### src/rtl/frame_issue_ctrl.sv
// Frame issue controller: passes pixels to a classifier and stalls at frame
// boundaries while MAX_INFLIGHT frames await results. Results leave tagged in issue order.
`timescale 1ns/1ps
module frame_issue_ctrl #(
    parameter int PIX_BITS     = 8,
    parameter int IMG_DIM      = 30,
    parameter int MAX_INFLIGHT = 1,
    parameter int RES_BITS     = 4,
    parameter int TAG_BITS     = 16
) (
    input  logic                clk,
    input  logic                rst,
    input  logic [PIX_BITS-1:0] s_pixel,
    input  logic                s_valid,
    output logic                s_ready,
    output logic [PIX_BITS-1:0] m_pixel,
    output logic                m_valid,
    input  logic [RES_BITS-1:0] res_i,
    input  logic                res_valid_i,
    output logic [RES_BITS-1:0] r_digit,
    output logic [TAG_BITS-1:0] r_tag,
    output logic                r_valid,
    input  logic                r_ready,
    output logic [4:0]          inflight,
    output logic [TAG_BITS-1:0] frame_idx,
    output logic                err_unexpected,
    output logic                err_overflow
);

    localparam int FRAME_PIX = IMG_DIM * IMG_DIM;
    localparam int CNT_W     = (FRAME_PIX > 1) ? $clog2(FRAME_PIX) : 1;
    localparam int PTR_W     = (MAX_INFLIGHT > 1) ? $clog2(MAX_INFLIGHT) : 1;
    localparam logic [CNT_W-1:0] CNT_LAST = CNT_W'(FRAME_PIX - 1);
    localparam logic [PTR_W-1:0] PTR_LAST = PTR_W'(MAX_INFLIGHT - 1);
    localparam logic [4:0]       INFL_MAX = 5'(MAX_INFLIGHT);

    typedef enum logic {ISSUE = 1'b0, STALL = 1'b1} state_t;

    state_t              state, state_next;
    logic [CNT_W-1:0]    pix_cnt;
    logic [PTR_W-1:0]    wr_ptr, rd_ptr;
    logic [TAG_BITS-1:0] tag_mem [MAX_INFLIGHT];
    logic                accept, push, pop;
    logic [4:0]          inflight_next;

    assign accept = s_valid && s_ready;
    assign push   = accept && (pix_cnt == CNT_LAST);
    assign pop    = res_valid_i && (inflight != 5'd0);

    // NOTE: every signal assigned in always_comb gets a default first, so no path can infer a latch.
    always_comb begin
        inflight_next = inflight;
        case ({push, pop})
            2'b10:   inflight_next = inflight + 5'd1;
            2'b01:   inflight_next = inflight - 5'd1;
            default: ;
        endcase
    end

    // NOTE: sequential state uses non-blocking assignments so every register samples pre-edge values.
    always_ff @(posedge clk or posedge rst) begin
        if (rst) state <= ISSUE;
        else     state <= state_next;
    end

    // Stall entry can only follow a frame's last pixel, so it always lands on pixel count 0.
    always_comb begin
        state_next = state;
        case (state)
            ISSUE:   if (push && inflight_next == INFL_MAX) state_next = STALL;
            STALL:   if (inflight_next < INFL_MAX)          state_next = ISSUE;
            default: state_next = ISSUE;
        endcase
    end

    always_comb begin
        s_ready = (state == ISSUE);
    end

    always_ff @(posedge clk or posedge rst) begin
        if (rst) begin
            pix_cnt        <= '0;
            frame_idx      <= '0;
            inflight       <= '0;
            wr_ptr         <= '0;
            rd_ptr         <= '0;
            m_pixel        <= '0;
            m_valid        <= 1'b0;
            r_valid        <= 1'b0;
            r_digit        <= '0;
            r_tag          <= '0;
            err_unexpected <= 1'b0;
            err_overflow   <= 1'b0;
        end else begin
            m_valid  <= accept;
            inflight <= inflight_next;
            if (accept) begin
                m_pixel <= s_pixel;
                pix_cnt <= push ? '0 : pix_cnt + 1'b1;
            end
            if (push) begin
                frame_idx <= frame_idx + 1'b1;
                wr_ptr    <= (wr_ptr == PTR_LAST) ? '0 : wr_ptr + 1'b1;
            end
            if (pop) begin
                rd_ptr <= (rd_ptr == PTR_LAST) ? '0 : rd_ptr + 1'b1;
                // A held, unconsumed result wins; the newcomer is lost but its tag still retires.
                if (!r_valid || r_ready) begin
                    r_valid <= 1'b1;
                    r_digit <= res_i;
                    r_tag   <= tag_mem[rd_ptr];
                end else begin
                    err_overflow <= 1'b1;
                end
            end else if (r_valid && r_ready) begin
                r_valid <= 1'b0;
            end
            if (res_valid_i && inflight == 5'd0) err_unexpected <= 1'b1;
        end
    end

    // NOTE: tag storage is not reset; the pointers and inflight count define which entries are live.
    always_ff @(posedge clk) begin
        if (push) tag_mem[wr_ptr] <= frame_idx;
    end

endmodule

### config.mk
export PLATFORM = sky130hd
export DESIGN_NAME = frame_issue_ctrl
export DESIGN_NICKNAME = d
export VERILOG_FILES = /design/src/rtl/frame_issue_ctrl.sv
export SDC_FILE = /design/constraint.sdc
export NUM_CORES = 1
export LEC_CHECK = 0
export ABC_CLOCK_PERIOD_IN_PS = 9350
export BUFFER_PORTS_ARGS = -buffer_cell sky130_fd_sc_hd__buf_2
export CORE_ASPECT_RATIO = 0.5
export CORE_MARGIN = 5
export CORE_UTILIZATION = 58
export CTS_CLUSTER_DIAMETER = 50
export DETAILED_ROUTE_END_ITERATION = 12
export PLACE_DENSITY_LB_ADDON = 0.15
export SLEW_MARGIN = 40
export SYNTH_ARGS = -nofsm -noshare
export SYNTH_HDL_FRONTEND = slang
export SYNTH_SLANG_ARGS = --single-unit
export TNS_END_PERCENT = 100
### constraint.sdc
create_clock -name clk -period 9.35 [get_ports clk]
set_input_delay 0.4675 -clock clk [delete_from_list [all_inputs] [get_ports clk]]
set_output_delay 0.4675 -clock clk [all_outputs]
set_load 0.01 [all_outputs]
==> reports/metrics.csv <==
stage,metric,value,unit
sta,fin_worst_skew,0.00694,ns
sta,rsz0062_at_grt,false,
critical_path,critPathSlowestCell,dfrtp_1,
logic_synthesis,synth-main-ff-cell,dfrtp_1,
logic_synthesis,ys_async_sr_fraction,80.0,%
logic_synthesis,syn_inst,266,
critical_path,cp_max_fo,29,
critical_path,critPathArrivalTime,3.78,ns
job,drv_cap,0,
routing,wl_per_cell,14.6,um
sta,finalCritPeriodShare,38.3,%
floorplan,initial_utilization,60.8,%
sta,setup_viol,0,
critical_path,rr_endpoint,state,
clock_network,cts_hold_buf,0,
critical_path,critPathRequiredTime,9.55,ns
critical_path,reg2reg_depth,12,
sta,fmax,280,MHz
critical_path,max_stage_delay,0.40,ns
global_route,overflow,0,
routing,ant_nets,0,
sta,hold_violations,0,
clock_network,cts_buffer_depth,2,
critical_path,r2r_slack,5.77,ns
logic_synthesis,synth_area_leaders,"dfrtp_1 47%, edfxtp_1 14%, mux2_1 6.7%",
routing,drt-pass1-iter-count,4,
clock_network,cts_resized,0,
logic_synthesis,synth_area,3380,um^2
sta,period_minus_slack,3.58,ns
logic_synthesis,syn-num-nets,288,
critical_path,path_cells,nand2b_1 > nor4_4 > buf_4 > inv_1 > ha_1 > xor2_1 > ha_1 > a211oi_1 > or3_1 > o2111ai_1 > nor4b_1 > nor3b_1,
floorplan,fp.dieW,118,um
clock_network,cts_tree,yes,
global_route,grt_pass1_wl,10900,um
global_route,grt_max_degree,65,
sta,finalHoldWorstSlack,0.266,ns
power_and_ir_drop,power.density,241,nW/um^2
routing,drc,0,
critical_path,end_kind,flip-flop,
logic_synthesis,ys_seq_elements,80,
logic_synthesis,ys_warn_count,0,
cells_and_area,nets,362,
logic_synthesis,synth.most_common_cell,dfrtp_1,
placed_design,io_buffers,70,
global_route,grt_usage,17.7,%
power_and_ir_drop,ir_drop,0.171,mV
routing,wl,6090,um
logic_synthesis,synth_top_area_cell,dfrtp_1,
sta,timing.setup.tns,0,ns
logic_synthesis,synth_common_cells,"64 x dfrtp_1, 37 x nand2_1, 20 x mux2_1",
floorplan,rows,19,
cells_and_area,drive_gt1_share,29.0,%
clock_network,cts-root-buf,clkbuf_16,
cells_and_area,num_antenna_cells,0,
floorplan,die_y,64.0,um
global_route,grt_pass1_vias,2333,
routing,dr_total_vias,2220,
worst_hold_path,hp-class,in -> async,
sta,drv_slew,0,
logic_synthesis,yosysSeqAreaShare,61.6,%
critical_path,crit_top_cell,ha_1,
logic_synthesis,avgSynthCellArea,12.7,um^2
sta,relSlewSlack,61.7,%
placed_design,dp_hpwl,4260,um
status,status,"finished, final reports clean",
global_route,antenna_found_initial,0,
clock_network,cts_setup_buffers,0,
floorplan,pin_count,71,
logic_synthesis,ys_types,48,
clock_network,clk_latency,0.33,ns
clock_network,clock_sinks,80,
logic_synthesis,synth_edf_count,16,
floorplan,die_area,7550,um^2
logic_synthesis,synth_top_area_share,47.4,%
placed_design,globalplace.congestion,0.758,
sta,tightest_slew,0.575,ns
clock_network,cts.reportedPaths.clkPinSlew,0.06,ns
cells_and_area,synthToLayoutAreaGrowth,19.5,%
floorplan,core,5560,um^2
routing,drt_iter0_drc,112,
routing,post_drt_via_cell_ratio,5.31,
critical_path,crit_type,reg -> reg,
critical_path,cp-start-kind,flip-flop,
clock_network,cts_buffers,9,
power_and_ir_drop,p_leak,0.00189,uW
clock_network,htree_num_levels,3,
critical_path,r2r-start,state,
[report_power, final]
part | switching, uW | total, uW | internal [uW]
Clock | 125 | 304 | 179
Sequential | 53.3 | 457 | 404
Combinational | 112 | 210 | 98.7
[placed cells by master, fill, tap and decap left out, drive strengths merged, types with 3 or more instances in the layout]
master  instances
nand2          38
nor3            5
a31oi           3
mux2           23
xor2            9
nand4           6
nand3           9
clkbuf         12
and3            5
o21ai           4
or3             3
dfrtp          64
buf            72
inv             8
ha              5
or2             3
xnor2          17
edfxtp         16
nor2           11
nand2b          4
[kinds of logic after synthesis]
kind of cell | share of synthesized area (%)
muxes | 7.96
AOI/OAI and AO/OA | 4.04
buffers and inverters | 2.78
adders and majority gates | 1.85
xor gates and xnor gates | 6.74
and+or+nand+nor | 15.0
DFF | 61.6
[cell type report]
class	count	area [um^2]
clock buffers	12	236
clock inverters	4	25.0
well taps	73	91.3
fillers	395	1530
multi-input cells	169	1200
inverters	8	30.0
flip-flops and latches	80	2080
repair buffers	72	369
[worst max-delay path: cells and delay by family, from the launching register on]
| family | cells | cell delay [ns] |
|---|---|---|
| buffers and inverters | 2 | 0.48 |
| AO/OA/AOI/OAI | 2 | 0.47 |
| XOR/XNOR | 1 | 0.21 |
| flip-flops | 1 | 0.40 |
| AND/OR/NAND/NOR | 5 | 1.30 |
| adder cells (fa/ha/maj) | 2 | 0.58 |
[through the flow]
stage | instance area [um^2] | setup slack [ns] | total power [uW] | utilization (%) | cells
3_5_place_dp | 3770 | 5.72 | 675 | 67.8 | 402
3_3_place_gp | 3770 | 5.90 | 660 | 67.8 | 402
4_1_cts | 4030 | 5.76 | 983 | 72.5 | 418
2_1_floorplan | 3380 | 6.01 | 605 | - | 266
5_1_grt | 4040 | 5.42 | 1030 | 72.6 | 418
6_report | 4040 | 5.77 | 971 | 72.6 | 418
[how the worst max path moves through the flow]
| stage | start | endpoint | cells after the start |
|---|---|---|---|
| after floorplan | pix_cnt[0] | state | 14 |
| after global placement | s_valid | state | 13 |
| after detailed placement | s_valid | state | 13 |
| after CTS | state | state | 12 |
| after global routing | state | state | 12 |
| final | state | state | 12 |
[routing by layer]
| layer | track usage, % | share of wire [%] |
|---|---|---|
| met1 | 22.3 | 46 |
| met2 | 28.7 | 47 |
| met3 | 6.78 | 6.5 |
| met4 | 5.87 | 1.1 |
| met5 | 0 | 0 |
[sequential cells by signal, indices dropped and copies added, names as in the netlist]
| signal | cells |
|---|---|
| state | 1 |
| r_valid | 1 |
| m_valid | 1 |
| inflight | 5 |
| pix_cnt | 10 |
| tag_mem | 16 |
| r_tag | 16 |
| err_unexpected | 1 |
| err_overflow | 1 |
| m_pixel | 8 |
| frame_idx | 16 |
| r_digit | 4 |
(Power assumes the default switching activity.)
